File: config.mk
export PLATFORM = sky130hd
export DESIGN_NAME = cpu_clk_ctrl_flat
export DESIGN_NICKNAME = d
export VERILOG_FILES = /design/src/rtl/cpu_clk_ctrl_if.sv /design/src/rtl/cpu_clk_ctrl.sv /design/src/flat_wrapper.sv
export SDC_FILE = /design/constraint.sdc
export NUM_CORES = 1
export LEC_CHECK = 0
export CAP_MARGIN = 10
export CELL_PAD_IN_SITES_DETAIL_PLACEMENT = 1
export CELL_PAD_IN_SITES_GLOBAL_PLACEMENT = 1
export CORE_MARGIN = 1
export CORE_UTILIZATION = 46
export DETAILED_ROUTE_END_ITERATION = 16
export GPL_ROUTABILITY_DRIVEN = 0
export PLACE_DENSITY = 0.82
export SYNTH_ARGS = -nofsm -noshare
export SYNTH_HDL_FRONTEND = slang
export SYNTH_SLANG_ARGS = --single-unit
File: constraint.sdc
create_clock -name clk -period 5.25 [get_ports clk]
set_clock_uncertainty 0.1 [all_clocks]
set_input_delay 1.05 -clock clk [delete_from_list [all_inputs] [get_ports clk]]
set_output_delay 1.05 -clock clk [all_outputs]
set_load 0.03 [all_outputs]
File: src/rtl/cpu_clk_ctrl_if.sv
// Control and status bundle between the board-level switches and buttons, the CPU's
// halt request and the CPU clock-enable controller.
interface cpu_clk_ctrl_if #(
  parameter int CNT_W = 32
);
  logic [1:0]       mode_sel;
  logic             step_btn;
  logic             resume_btn;
  logic             halt_req;
  logic             cpu_ce;
  logic             cpu_ce_led;
  logic [1:0]       state;
  logic [CNT_W-1:0] cycle_count;

  // Board side drives the switches, buttons and halt request; the controller drives
  // the enable pulse and its status.
  modport master (
    output mode_sel, step_btn, resume_btn, halt_req,
    input  cpu_ce, cpu_ce_led, state, cycle_count
  );

  modport slave (
    input  mode_sel, step_btn, resume_btn, halt_req,
    output cpu_ce, cpu_ce_led, state, cycle_count
  );
endinterface

File: src/rtl/cpu_clk_ctrl.sv
// Run/step/hold/halt controller producing a single-cycle CPU clock enable on the board
// clock, with synchronised switches and debounced step/resume buttons.
module cpu_clk_ctrl #(
  parameter int FAST_DIV   = 8,
  parameter int SLOW_DIV   = 33554432,
  parameter int DEB_CYCLES = 1000000,
  parameter int CNT_W      = 32
) (
  input  logic          clk,
  input  logic          rst,
  cpu_clk_ctrl_if.slave bus
);

  typedef enum logic [1:0] {
    ST_RUN    = 2'b00,
    ST_STEP   = 2'b01,
    ST_HOLD   = 2'b10,
    ST_HALTED = 2'b11
  } state_e;

  localparam int DEB_W = (DEB_CYCLES > 2) ? $clog2(DEB_CYCLES) : 1;
  localparam logic [CNT_W-1:0] FAST_M1 = CNT_W'(FAST_DIV - 1);
  localparam logic [CNT_W-1:0] SLOW_M1 = CNT_W'(SLOW_DIV - 1);
  localparam logic [DEB_W-1:0] DEB_M1  = DEB_W'(DEB_CYCLES - 1);

  // Button vectors: bit 0 = step, bit 1 = resume.
  logic [1:0]            mode_s1_q, mode_s2_q;
  logic [1:0]            btn_s1_q, btn_s2_q;
  logic [1:0]            btn_deb_q, btn_deb_d;
  logic [1:0]            press_q, press_d;
  logic [1:0][DEB_W-1:0] deb_cnt_q, deb_cnt_d;

  state_e           state_q, state_d;
  logic             eff_slow_q, eff_slow_d;
  logic [CNT_W-1:0] div_cnt_q, div_cnt_d;
  logic             ce_q, ce_d;
  logic             led_q, led_d;
  logic [CNT_W-1:0] cycle_count_q, cycle_count_d;
  logic             halt_prev_q, halt_prev_d;

  state_e mode_state;
  logic   mode_slow;
  logic   mode_change;
  logic   period_last;
  logic   halt_edge;

  // The debounced level only moves after the synced level has disagreed with it for
  // DEB_CYCLES consecutive cycles; any agreement restarts the count.
  always_comb begin
    btn_deb_d = btn_deb_q;
    deb_cnt_d = deb_cnt_q;
    for (int i = 0; i < 2; i++) begin
      if (btn_s2_q[i] == btn_deb_q[i]) begin
        deb_cnt_d[i] = '0;
      end else if (deb_cnt_q[i] == DEB_M1) begin
        btn_deb_d[i] = btn_s2_q[i];
        deb_cnt_d[i] = '0;
      end else begin
        deb_cnt_d[i] = deb_cnt_q[i] + DEB_W'(1);
      end
    end
    press_d = btn_deb_d & ~btn_deb_q;
  end

  always_comb begin
    mode_state  = mode_s2_q[1] ? (mode_s2_q[0] ? ST_HOLD : ST_STEP) : ST_RUN;
    mode_slow   = (mode_s2_q == 2'b01);
    mode_change = (mode_state != state_q) || (mode_slow != eff_slow_q);
    period_last = (state_q == ST_RUN) && (div_cnt_q == (eff_slow_q ? SLOW_M1 : FAST_M1));
    halt_edge   = bus.halt_req & ~halt_prev_q;
  end

  always_comb begin
    state_d     = state_q;
    eff_slow_d  = eff_slow_q;
    div_cnt_d   = div_cnt_q;
    ce_d        = 1'b0;
    halt_prev_d = bus.halt_req;
    if (halt_edge) begin
      // A pulse already due at this period end still goes out.
      state_d   = ST_HALTED;
      div_cnt_d = '0;
      ce_d      = period_last;
    end else begin
      case (state_q)
        ST_HALTED: begin
          if (press_q[1]) begin
            state_d    = mode_state;
            eff_slow_d = mode_slow;
            div_cnt_d  = '0;
          end
        end
        ST_RUN: begin
          ce_d = period_last;
          if (period_last) begin
            div_cnt_d  = '0;
            state_d    = mode_state;
            eff_slow_d = mode_slow;
          end else begin
            div_cnt_d = div_cnt_q + CNT_W'(1);
          end
        end
        default: begin
          // STEP and HOLD treat every cycle as a boundary; a mode change beats a step.
          div_cnt_d = '0;
          if (mode_change) begin
            state_d    = mode_state;
            eff_slow_d = mode_slow;
          end else if (state_q == ST_STEP) begin
            ce_d = press_q[0];
          end
        end
      endcase
    end
    led_d         = led_q ^ ce_d;
    cycle_count_d = cycle_count_q + CNT_W'(ce_d);
  end

  always_ff @(posedge clk or posedge rst) begin
    if (rst) begin
      mode_s1_q     <= '0;
      mode_s2_q     <= '0;
      btn_s1_q      <= '0;
      btn_s2_q      <= '0;
      btn_deb_q     <= '0;
      press_q       <= '0;
      deb_cnt_q     <= '0;
      state_q       <= ST_RUN;
      eff_slow_q    <= 1'b0;
      div_cnt_q     <= '0;
      ce_q          <= 1'b0;
      led_q         <= 1'b0;
      cycle_count_q <= '0;
      halt_prev_q   <= 1'b0;
    end else begin
      mode_s1_q     <= bus.mode_sel;
      mode_s2_q     <= mode_s1_q;
      btn_s1_q      <= {bus.resume_btn, bus.step_btn};
      btn_s2_q      <= btn_s1_q;
      btn_deb_q     <= btn_deb_d;
      press_q       <= press_d;
      deb_cnt_q     <= deb_cnt_d;
      state_q       <= state_d;
      eff_slow_q    <= eff_slow_d;
      div_cnt_q     <= div_cnt_d;
      ce_q          <= ce_d;
      led_q         <= led_d;
      cycle_count_q <= cycle_count_d;
      halt_prev_q   <= halt_prev_d;
    end
  end

  assign bus.cpu_ce      = ce_q;
  assign bus.cpu_ce_led  = led_q;
  assign bus.state       = state_q;
  assign bus.cycle_count = cycle_count_q;

endmodule
File: src/flat_wrapper.sv
// flat-port wrapper written by rule: the top's interface ports become plain ports
module cpu_clk_ctrl_flat 
#(
  parameter int FAST_DIV   = 8,
  parameter int SLOW_DIV   = 33554432,
  parameter int DEB_CYCLES = 1000000,
  parameter int CNT_W      = 32
)
  (clk, rst, bus_mode_sel, bus_step_btn, bus_resume_btn, bus_halt_req, bus_cpu_ce, bus_cpu_ce_led, bus_state, bus_cycle_count);
  cpu_clk_ctrl_if #(.CNT_W(CNT_W)) bus_i ();
  input  logic clk;
  input  logic rst;
  input wire logic [$bits(bus_i.mode_sel)-1:0] bus_mode_sel;
  input wire logic [$bits(bus_i.step_btn)-1:0] bus_step_btn;
  input wire logic [$bits(bus_i.resume_btn)-1:0] bus_resume_btn;
  input wire logic [$bits(bus_i.halt_req)-1:0] bus_halt_req;
  output wire logic [$bits(bus_i.cpu_ce)-1:0] bus_cpu_ce;
  output wire logic [$bits(bus_i.cpu_ce_led)-1:0] bus_cpu_ce_led;
  output wire logic [$bits(bus_i.state)-1:0] bus_state;
  output wire logic [$bits(bus_i.cycle_count)-1:0] bus_cycle_count;
  assign bus_i.mode_sel = bus_mode_sel;
  assign bus_i.step_btn = bus_step_btn;
  assign bus_i.resume_btn = bus_resume_btn;
  assign bus_i.halt_req = bus_halt_req;
  assign bus_cpu_ce = bus_i.cpu_ce;
  assign bus_cpu_ce_led = bus_i.cpu_ce_led;
  assign bus_state = bus_i.state;
  assign bus_cycle_count = bus_i.cycle_count;
  cpu_clk_ctrl #(.FAST_DIV(FAST_DIV), .SLOW_DIV(SLOW_DIV), .DEB_CYCLES(DEB_CYCLES), .CNT_W(CNT_W)) u_core (.clk(clk), .rst(rst), .bus(bus_i));
endmodule
Yosys cells after proc, flatten, opt, wreduce, memory -nomap -nowiden
Index checks and enable logic that the tools add are counted.
W data, S select, Z words.

operators by class
  add/sub/neg operators = 4
  eq/ne operators = 14
  multiplexer cells = 28
  bitwise logic cells = 6
  reductions and logical operators = 7

operators by type and width
  cell                     number
  $mux W32                 3
  $mux W20                 4
  $pmux W32 S2             1
  $add A20 B1 Y20 const B  2
  $eq A20 B20 Y1 const B   2
  $add A32 B1 Y32          1
  $add A32 B1 Y32 const B  1
  $eq A32 B32 Y1           1
  $mux W25                 1
  $mux W2                  6
  $mux W1                  10
  $ne A3 B1 Y1 const B     2
  $eq A2 B1 Y1 const B     2
  $ne A2 B1 Y1 const B     2
  $pmux W1 S2              2
  $pmux W2 S2              1
  $reduce_and A4 Y1        1
  $reduce_bool A4 Y1       1
  $reduce_and A3 Y1        1
  $reduce_bool A3 Y1       1
  $and A2 B2 Y2            1
  $eq A1 B1 Y1             2
  $eq A2 B2 Y1 const B     1
  $logic_not A2 Y1         1
  8 further kinds          9

word-level totals
  register bits after elaboration = 122
  bits of input ports = 7
  output and inout port bits = 36

Logic depth before layout (Yosys ltp)
Gate-level depths: netlist of the first run.

  depth after elaboration = 8
  gate-level depth with buffers = 14

Worst setup path before layout of the first run
Ideal clock, no wire load.

  path kind = reg2reg
  from = register u_core.div_cnt_q[16]
  to = register u_core.cycle_count_q[28], in the netlist u_core.bus.cycle_count[28]
  data arrival time = 3.279 ns
  required time = 5.017 ns
  slack = 1.738 ns
  stages on the path, launching flop included = 14
  cell sequence = dfrtp_1 > nor4_1 > nand4_1 > or4_4 > a2111oi_2 > a31o_2 > ha_1 > ha_1 > nand2_1 > nor3_1 > nand3_1 > nor3_1 > nand4_1 > xnor2_1

between the ends
  longest elaborated chain between the ends = 5

RTL lines
  element                             RTL line             text
  from (decl)                         cpu_clk_ctrl.sv:35   logic [CNT_W-1:0] div_cnt_q, div_cnt_d;
  from (signal assigned)              cpu_clk_ctrl.sv:145  div_cnt_q <= div_cnt_d;
  $eq A32 B32 Y1 (*)                  cpu_clk_ctrl.sv:69   period_last = (state_q == ST_RUN) && (div_cnt_q == (eff_slow_q ? SLOW_M1 : FAST_M1));
  $logic_and A1 B1 Y1 (*)             cpu_clk_ctrl.sv:69
  $pmux W1 S2                         cpu_clk_ctrl.sv:85   case (state_q)
  $mux W1 (*)                         cpu_clk_ctrl.sv:79   if (halt_edge) begin
  named net u_core.ce_d               cpu_clk_ctrl.sv:36   logic ce_q, ce_d;
  $add A32 B1 Y32 (*)                 cpu_clk_ctrl.sv:116  cycle_count_d = cycle_count_q + CNT_W'(ce_d);
  named net u_core.cycle_count_d[28]  cpu_clk_ctrl.sv:38   logic [CNT_W-1:0] cycle_count_q, cycle_count_d;
  to (signal assigned)                cpu_clk_ctrl.sv:148  cycle_count_q <= cycle_count_d;
  to (decl)                           cpu_clk_ctrl.sv:38

The timed path passes the listed nets; every way through them passes the cells marked *.
A chain may end at the register's enable or synchronous reset.

Worst setup path in the final report of the first run
Ends and elaborated chain as after synthesis.

==> run_results.csv, run 1 <==
group,metric,value,unit
synthesis,synth-seq-area-share,53.2,%
timing,setup_violations,0,
synthesis,synthTopCellsByArea,"dfrtp_1 (53%), xor2_1 (8.1%), xnor2_1 (7.0%)",
placement,dp_slack,0.986,ns
timing,fin_ws,1.02,ns
routing,drt_first_pass_iters,4,
timing,min_period,4.23,ns
routing,drtIter0Drc,147,
synthesis,synth_area_leader_cell,"dfrtp_1",
floorplan,die_w,114,µm
routing,drc,0,
clock_network,cts_buffers,17,
outcome,run_status,"finished clean",
finish,drive_above_1_share,7.01,%
worst_setup_path,crit_type,"reg -> reg",
routing,drt_wl_total,13800,µm
floorplan,die_area,12900,µm²
synthesis,synth-async-reset-ratio,100,%
clock_network,worst_skew_pair.late_latency,0.42,ns
clock_network,root_buffer,"clkbuf_16",
power_and_ir_drop,switching_share,21.2,%
finish,post-route-util,56.7,%
timing,hold_viol,0,
placement,dp_hpwl,8930,µm
clock_network,cts_tree,"done",
clock_network,htreeDepth,4,
synthesis,synth_cell_types,40,
grt,grt_pass1_vias,4609,
power_and_ir_drop,p_int,1.63,mW
synthesis,netlist_area,5740,µm²
timing,worstMarginPinSlew,0.884,ns
synthesis,syn_inst,550,
clock_network,clk_transition_reported_paths,0.05,ns
finish,fillers,1327,
worst_setup_path,cp_cell_sequence,"nor4_1, nand4_1, or4_4, a2111oi_2, a31o_2, ha_1, ha_1, nand2_1, nor3_1, nand3_1, nor3_1, nand4_1, xnor2_1",
timing,slew_headroom,40.9,%
routing,wire_per_inst,17.6,µm
clock_network,post_cts_buffers,0,
finish,syn_to_final_growth,19.6,%
worst_setup_path,start_kind,"flip-flop",
floorplan,core,12100,µm²
power_and_ir_drop,switchingPower,0.439,mW
floorplan,boundaryPins,43,
clock_network,ctsResizeCount,0,
timing,setup_tns,0,ns
timing,fmax,237,MHz
timing,whs,0.247,ns
placement,port_buffers,42,
worst_setup_path,cpMaxStageDelayCell,"a2111oi_2",
grt,grt_max_degree,54,
routing,vias_per_cell,5.56,
floorplan,die_h,114,µm
synthesis,yosysWarnings,0,
synthesis,synth_ff_type,"dfrtp_1",
floorplan,fp-row-count,40,
synthesis,synth-edff-count,0,
worst_setup_path,cp_max_fo,6,
routing,vias,4344,
power_and_ir_drop,seqPwrFrac,46.3,%
power_and_ir_drop,vdd_drop_max,0.234,mV
worst_setup_path,endpoint_kind,"flip-flop",
clock_network,cts_hold_buf,0,
grt,grt_overflow_total,0,
synthesis,syn_nets,565,
routing,postRouteAntennaNets,0,
clock_network,cts.sinks,122,
power_and_ir_drop,clkPwrFrac,51.6,%
finish,final_common_cell,"dfrtp_1",
timing,rsz0062_at_grt,"no",
worst_hold_path,min_path_type,"reg -> reg",
placement,placed_cells,749,
power_and_ir_drop,power_leakage,2.97,nW
run,drv_cap,0,
grt,globalRouteTotalUtil,23.7,%
power_and_ir_drop,pwr_density_cell,301,nW/µm²
worst_setup_path,crit_arrival,4.42,ns
finish,final_cells,781,
timing,drv_slew,0,
finish,nets,615,
finish,most-common-layout-cells,"dfrtp_1 (122), nor2_1 (66), xor2_1 (53), xnor2_1 (46), clkdlybuf4s50_1 (42)",
finish,diodes,0,
synthesis,syn_area_per_cell,10.4,µm²
grt,antenna_found_initial,0,
synthesis,netlist.area_leader.share,53.2,%
grt,grt_pass1_wl,23500,µm
synthesis,ys_ff_latch,122,
floorplan,initial_core_util,47.4,%
worst_setup_path,required,5.44,ns
clock_network,cts_buffer_depth,2,
timing,post-route-period-util,80.5,%
worst_setup_path,max_stage_delay,0.45,ns
power_and_ir_drop,combPwrFrac,2.1,%
state kept, by name, summed over array words and instances, names as in the netlist:
signal,flops
u_core.halt_prev_q,1
u_core.bus.state,2
u_core.bus.cpu_ce,1
u_core.btn_s2_q,2
u_core.mode_s1_q,2
u_core.div_cnt_q,32
u_core.deb_cnt_q,40
u_core.bus.cycle_count,32
u_core.press_q,2
u_core.eff_slow_q,1
u_core.btn_s1_q,2
u_core.mode_s2_q,2
u_core.bus.cpu_ce_led,1
u_core.btn_deb_q,2
through the flow:
| stage | cell area, µm² | total power, mW |
|---|---|---|
| 6_report | 6860 | 2.07 |
| 5_1_grt | 6860 | 2.14 |
| 4_1_cts | 6860 | 2.10 |
| 3_5_place_dp | 6320 | 1.02 |
| 3_3_place_gp | 6320 | 1.01 |
| 2_1_floorplan | 5740 | 0.999 |
metal layers:
layer | share of wire, % | global-route usage [%] | vias up
li1 | - | - | 2026
met4 | 2.3 | 12.0 | 0
met2 | 51 | 40.4 | 80
met1 | 42 | 28.4 | 2211
met3 | 3.9 | 4.99 | 27
met5 | 0 | 0 | -
power by group through the flow:
stage | clock, mW | sequential (mW) | combinational (mW)
3_5_place_dp | 0 | 0.972 | 0.0447
2_1_floorplan | 0 | 0.970 | 0.0289
3_3_place_gp | 0 | 0.971 | 0.0433
5_1_grt | 1.13 | 0.957 | 0.0502
6_report | 1.07 | 0.957 | 0.0435
4_1_cts | 1.09 | 0.956 | 0.0452
worst max-delay path, delay by kind of cell (launching register included):
| kind | cells | cell delay [ns] |
|---|---|---|
| and+or+nand+nor | 8 | 2.27 |
| AOI/OAI and AO/OA | 2 | 0.73 |
| DFF | 1 | 0.43 |
| adders and majority gates | 2 | 0.40 |
| xor gates and xnor gates | 1 | 0.16 |
path summary, 6_finish.rpt:
path / startpoint / endpoint / slack, ns / cells past startpoint
max: u_core.div_cnt_q[16] / u_core.bus.cycle_count[28] / 1.02 / 13
min: u_core.btn_s1_q[0] / u_core.btn_s2_q[0] / 0.25 / 0
max reg2reg: u_core.div_cnt_q[16] / u_core.bus.cycle_count[28] / 1.02 / 13
min reg2reg: u_core.btn_s1_q[0] / u_core.btn_s2_q[0] / 0.25 / 0
max in group asynchronous: rst / u_core.deb_cnt_q[8] / 3.05 / 3
min in group asynchronous: rst / u_core.bus.cycle_count[31] / 1.02 / 2
final cells by class:
| class | instances | area, µm² | share of cell area [%] |
|---|---|---|---|
| Inverter | 7 | 28.8 | 0.419 |
| Timing Repair Buffer | 45 | 443 | 6.46 |
| Tap cell | 168 | 210 | 3.06 |
| Clock inverter | 9 | 72.6 | 1.06 |
| Clock buffer | 23 | 468 | 6.82 |
| Multi-Input combinational cell | 407 | 2590 | 37.7 |
| Sequential cell | 122 | 3050 | 44.5 |
logic make-up after synthesis:
kind of cell	synth area share (%)
buf+inv	1.79
xor+xnor	15.1
mux	0.567
compound gates	2.96
fa+ha+maj	1.74
flops	53.2
simple gates	24.6
synthesized netlist by cell type, types with 5 or more instances:
cell type and n:
nand3_1 39, clkbuf_1 8, xor2_1 53, dfrtp_1 122
nor3_1 40, and4_1 6, xnor2_1 46, nor2_1 66
nand2_1 37, inv_1 7, nand4_1 34, nor4_1 8
and3_1 25, a21oi_1 5, ha_1 8
Power figures use the tool's default switching activity.
==> inputs of run 2 (changes only) <==
CORE_UTILIZATION = 42   (was 46)
PLACE_DENSITY = 0.79   (was 0.82)
clock period = 3.7 ns   (was 5.25 ns; I/O delays follow)
==> run_results.csv, run 2 (synthesis results as in run 1) <==
group,metric,value,unit
outcome,run_status,"finished clean",
floorplan,die_area,14100,µm²
worst_setup_path,crit_type,"reg -> reg",
run,drv_cap,0,
placement,placed_cells,777,
routing,drt_first_pass_iters,4,
routing,drtIter0Drc,270,
worst_setup_path,r2r_start,"u_core.div_cnt_q[12]",
worst_setup_path,cpMaxStageDelayCell,"or4_4",
worst_setup_path,cp_cell_sequence,"nor4_2, nand4_1, or4_4, a2111oi_4, a31o_2, ha_4, ha_4, nand2_4, nor3_4, nand3_2, nor3_4, nand4_1, xnor2_1",
worst_setup_path,start_kind,"flip-flop",
clock_network,cts_buffer_depth,2,
grt,grt_overflow_total,0,
clock_network,root_buffer,"clkbuf_16",
power_and_ir_drop,seqPwrFrac,43.1,%
power_and_ir_drop,clkPwrFrac,54.8,%
timing,whs,0.247,ns
timing,drv_slew,0,
placement,dp_hpwl,9570,µm
worst_setup_path,cp_max_fo,3,
floorplan,core,13300,µm²
worst_setup_path,required,3.92,ns
clock_network,clk_transition_reported_paths,0.05,ns
grt,grt_max_degree,99,
power_and_ir_drop,pwr_density_cell,433,nW/µm²
worst_setup_path,max_stage_delay,0.53,ns
finish,drive_above_1_share,13.0,%
finish,final_common_cell,"dfrtp_1",
finish,top_register,"u_core.deb_cnt_q",
power_and_ir_drop,vdd_drop_max,0.382,mV
placement,port_buffers,42,
floorplan,initial_core_util,43.2,%
finish,final_cells,816,
finish,nets,643,
finish,largest_reg_flops,40,
clock_network,cts.sinks,122,
finish,most-common-layout-cells,"dfrtp_1 (122), nor2_1 (65), xor2_1 (53), xnor2_1 (46), clkdlybuf4s50_1 (42)",
timing,hold_viol,0,
clock_network,cts_buffers,17,
routing,drt_wl_total,15000,µm
worst_hold_path,hold_start,"u_core.btn_s1_q[1]",
timing,setup_violations,0,
worst_setup_path,crit_buf_inv,0,
routing,vias,4479,
routing,wire_per_inst,18.3,µm
finish,diodes,0,
power_and_ir_drop,p_int,2.50,mW
routing,postRouteAntennaNets,0,
power_and_ir_drop,switching_share,20.4,%
timing,min_period,3.62,ns
power_and_ir_drop,switchingPower,0.642,mW
clock_network,htreeDepth,4,
grt,grt_pass1_vias,4902,
power_and_ir_drop,combPwrFrac,2.0,%
worst_setup_path,critPathTopFamily,"simple AND/OR/NAND/NOR gates",
floorplan,boundaryPins,43,
routing,drc,0,
floorplan,die_w,119,µm
power_and_ir_drop,power_leakage,3.20,nW
worst_setup_path,crit_arrival,3.84,ns
clock_network,worst_skew_pair.late_latency,0.42,ns
grt,grt_pass1_wl,25100,µm
worst_hold_path,min_path_type,"reg -> reg",
routing,vias_per_cell,5.49,
worst_setup_path,endpoint_kind,"flip-flop",
finish,syn_to_final_growth,26.6,%
worst_setup_path,crit_start,"u_core.div_cnt_q[12]",
floorplan,fp-row-count,42,
clock_network,cts_tree,"done",
timing,slew_headroom,41.0,%
timing,post-route-period-util,97.9,%
floorplan,die_h,119,µm
grt,antenna_found_initial,1,
timing,fmax,276,MHz
timing,worstMarginPinSlew,0.883,ns
grt,globalRouteTotalUtil,22.7,%
timing,setup_tns,0,ns
run 2: cell types whose count changed in the layout (fill, tap and decap cells not counted), moves of 2 or more:
cell | previous run | this run
bufinv_16 | 1 | 3
clkbuf_8 | 2 | 5
clkinv_2 | 7 | 3
clkbuf_1 | 4 | 2
nor3_4 | 0 | 2
ha_1 | 8 | 6
ha_4 | 0 | 2
nor4_2 | 0 | 3
nor3_1 | 40 | 37
buf_4 | 3 | 30
nor4_1 | 8 | 5
run 2: cell type report:
type,instances,area (µm²)
fill,1422,6030
sequential,122,3050
multi-input combinational,407,2690
timing repair buffer,73,666
clock buffer,24,502
tap,176,220
clock inverter,7,113
inverter,7,30.0
run 2: per-stage QoR:
step	power [mW]	setup slack, ns	area, µm²	util [%]
floorplan	1.42	0.188	5740	-
global placement	1.44	0.0795	6490	48.9
detailed placement	1.45	-0.0781	6490	48.9
CTS	3.17	0.0365	7130	53.7
global route	3.24	-0.115	7270	54.7
finish	3.15	0.0786	7270	54.7
run 2: layer usage:
| metal | up-vias | global-route usage [%] | part of all wire [%] |
|---|---|---|---|
| met1 | 2290 | 28.6 | 42 |
| met4 | 2 | 8.23 | 2.5 |
| met5 | - | 0 | 0.073 |
| met3 | 28 | 6.37 | 3.4 |
| li1 | 2082 | - | - |
| met2 | 77 | 37.1 | 52 |
run 2: what timing repair did:
item	4_1_cts	5_1_grt
pin swaps	0	13
setup endpoints to repair	6	11
hold buffers	0	0
gates resized for setup	3	14
setup buffers	0	8
run 2: worst paths after layout:
kind	end	cells after the start	slack (ns)
setup / recovery	u_core.bus.cycle_count[28]	13	0.08
hold / removal	u_core.btn_s2_q[1]	0	0.25
setup reg to reg	u_core.bus.cycle_count[28]	13	0.08
hold reg to reg	u_core.btn_s2_q[1]	0	0.25
max in group asynchronous	u_core.deb_cnt_q[24]	3	1.93
min in group asynchronous	u_core.bus.cycle_count[31]	2	0.65
run 2: power by group through the flow:
stage / Clock, mW / Combinational (mW) / Sequential (mW)
after floorplan: 0 / 0.0413 / 1.38
after global placement: 0 / 0.0645 / 1.38
after detailed placement: 0 / 0.0662 / 1.38
after CTS: 1.74 / 0.0668 / 1.36
after global routing: 1.81 / 0.0751 / 1.36
final: 1.73 / 0.0644 / 1.36
==> inputs of run 3 (changes only) <==
SETUP_SLACK_MARGIN = 0.05   (was default)
==> run_results.csv, run 3 (synthesis results as in run 1) <==
group,metric,value,unit
timing,hold_viol,0,
worst_setup_path,cp_max_fo,3,
routing,postRouteAntennaNets,0,
timing,post-route-period-util,98.8,%
finish,syn_to_final_growth,26.6,%
grt,grt_pass1_wl,25000,µm
clock_network,cts_tree,"done",
finish,largest_reg_flops,40,
worst_setup_path,cpMaxStageDelayCell,"or4_4",
timing,min_period,3.66,ns
worst_setup_path,crit_type,"reg -> reg",
placement,place_area,6490,µm²
worst_setup_path,r2r_cells,13,
grt,globalRouteTotalUtil,22.7,%
worst_setup_path,cp_cell_sequence,"nor4_2, nand4_1, or4_4, a2111oi_4, a31o_2, ha_4, ha_4, nand2_4, nor3_4, nand3_2, nor3_4, nand4_1, xnor2_1",
worst_hold_path,hold_start,"u_core.btn_s1_q[1]",
worst_setup_path,start_kind,"flip-flop",
finish,drive_above_1_share,13.0,%
grt,grt_max_degree,99,
routing,wire_per_inst,18.7,µm
timing,drv_slew,0,
routing,vias_per_cell,5.49,
clock_network,root_buffer,"clkbuf_16",
timing,fin_ws,0.0443,ns
worst_setup_path,r2r_end,"u_core.bus.cycle_count[28]",
timing,fmax,274,MHz
clock_network,cts_buffers,17,
routing,vias,4477,
clock_network,htreeDepth,4,
finish,final_cells,816,
worst_setup_path,r2r_slack,0.04,ns
routing,drtIter0Drc,239,
finish,final_common_cell,"dfrtp_1",
finish,top_register,"u_core.deb_cnt_q",
placement,dp_hpwl,9570,µm
floorplan,die_area,14100,µm²
clock_network,cts.sinks,122,
worst_hold_path,min_path_type,"reg -> reg",
power_and_ir_drop,power_leakage,3.20,nW
clock_network,cts_buffer_depth,2,
worst_hold_path,min_path_cells,0,
routing,drt_wl_total,15300,µm
worst_setup_path,max_stage_delay,0.53,ns
routing,drt_first_pass_iters,4,
power_and_ir_drop,finalPower,3.14,mW
worst_setup_path,endpoint_kind,"flip-flop",
placement,placed_cells,777,
floorplan,core,13300,µm²
floorplan,fp-row-count,42,
clock_network,cts_hold_buf,0,
timing,slew_headroom,35.0,%
timing,setup_tns,0,ns
power_and_ir_drop,pwr_density_cell,432,nW/µm²
clock_network,clk_transition_reported_paths,0.05,ns
outcome,run_status,"finished clean",
clock_network,worst_skew_pair.late_latency,0.42,ns
placement,dp_slack,-0.0781,ns
grt,grt_overflow_total,0,
timing,rsz0062_at_grt,"yes",
floorplan,initial_core_util,43.2,%
run,drv_cap,0,
grt,grt_pass1_vias,4920,
placement,port_buffers,42,
routing,drc,0,
power_and_ir_drop,vdd_drop_max,0.389,mV
timing,worstMarginPinSlew,0.973,ns
floorplan,die_w,119,µm
grt,antenna_found_initial,1,
finish,nets,643,
timing,setup_violations,0,
worst_setup_path,r2r_start,"u_core.div_cnt_q[12]",
finish,diodes,0,
floorplan,boundaryPins,43,
worst_setup_path,crit_arrival,3.87,ns
finish,design_area,7270,µm²
worst_setup_path,required,3.92,ns
worst_hold_path,hold_path_end,"u_core.btn_s2_q[1]",
finish,most-common-layout-cells,"dfrtp_1 (122), nor2_1 (65), xor2_1 (53), xnor2_1 (46), clkdlybuf4s50_1 (42)",
floorplan,die_h,119,µm
## run 3: area by class of cell
cell class                      count  area [µm²]
Tap cell                          176         220
Clock buffer                       24         502
Multi-Input combinational cell    407        2690
Clock inverter                      7         113
Inverter                            7        30.0
Sequential cell                   122        3050
Fill cell                        1423        6030
Timing Repair Buffer               73         666
## run 3: critical path: cells and delay by family (launching register included)
kind	cells	cell delay [ns]
AND/OR/NAND/NOR	8	1.81
AO/OA/AOI/OAI	2	0.72
flip-flops	1	0.39
adder cells (fa/ha/maj)	2	0.31
XOR/XNOR	1	0.25
## run 3: how the worst max path moves through the flow
stage | start | end | slack [ns] | cells past startpoint
4_1_cts | u_core.div_cnt_q[16] | u_core.bus.cycle_count[31] | 0.1 | 12
3_3_place_gp | u_core.div_cnt_q[9] | u_core.bus.cycle_count[28] | 0.08 | 13
2_1_floorplan | u_core.div_cnt_q[16] | u_core.bus.cycle_count[28] | 0.19 | 13
6_report | u_core.div_cnt_q[12] | u_core.bus.cycle_count[28] | 0.04 | 13
3_5_place_dp | u_core.div_cnt_q[9] | u_core.bus.cycle_count[28] | -0.08 | 13
5_1_grt | u_core.div_cnt_q[17] | u_core.bus.cycle_count[31] | -0.11 | 12
## run 3: what timing repair did
action	4_1_cts	5_1_grt
pin swaps	0	13
setup endpoints to repair	7	10
resized for setup	4	13
buffers inserted	0	8
## run 3: power breakdown
group	internal (mW)	switching [mW]
Clock	1.14	0.578
Combinational	0.0173	0.0479
Sequential	1.35	0.0106
Total	2.50	0.637
## run 3: metrics by stage
step	hold slack, ns	util [%]
after detailed placement	0.238	48.9
after global routing	0.253	54.7
after floorplan	0.231	-
after global placement	0.237	48.9
final	0.247	54.7
after CTS	0.249	53.7
## run 3: metal layers
metal  wire [µm]  global-route usage, %
met5          13                      0
met4         235                   8.47
met3         566                   6.37
met2        7930                   37.2
met1        6520                   28.5
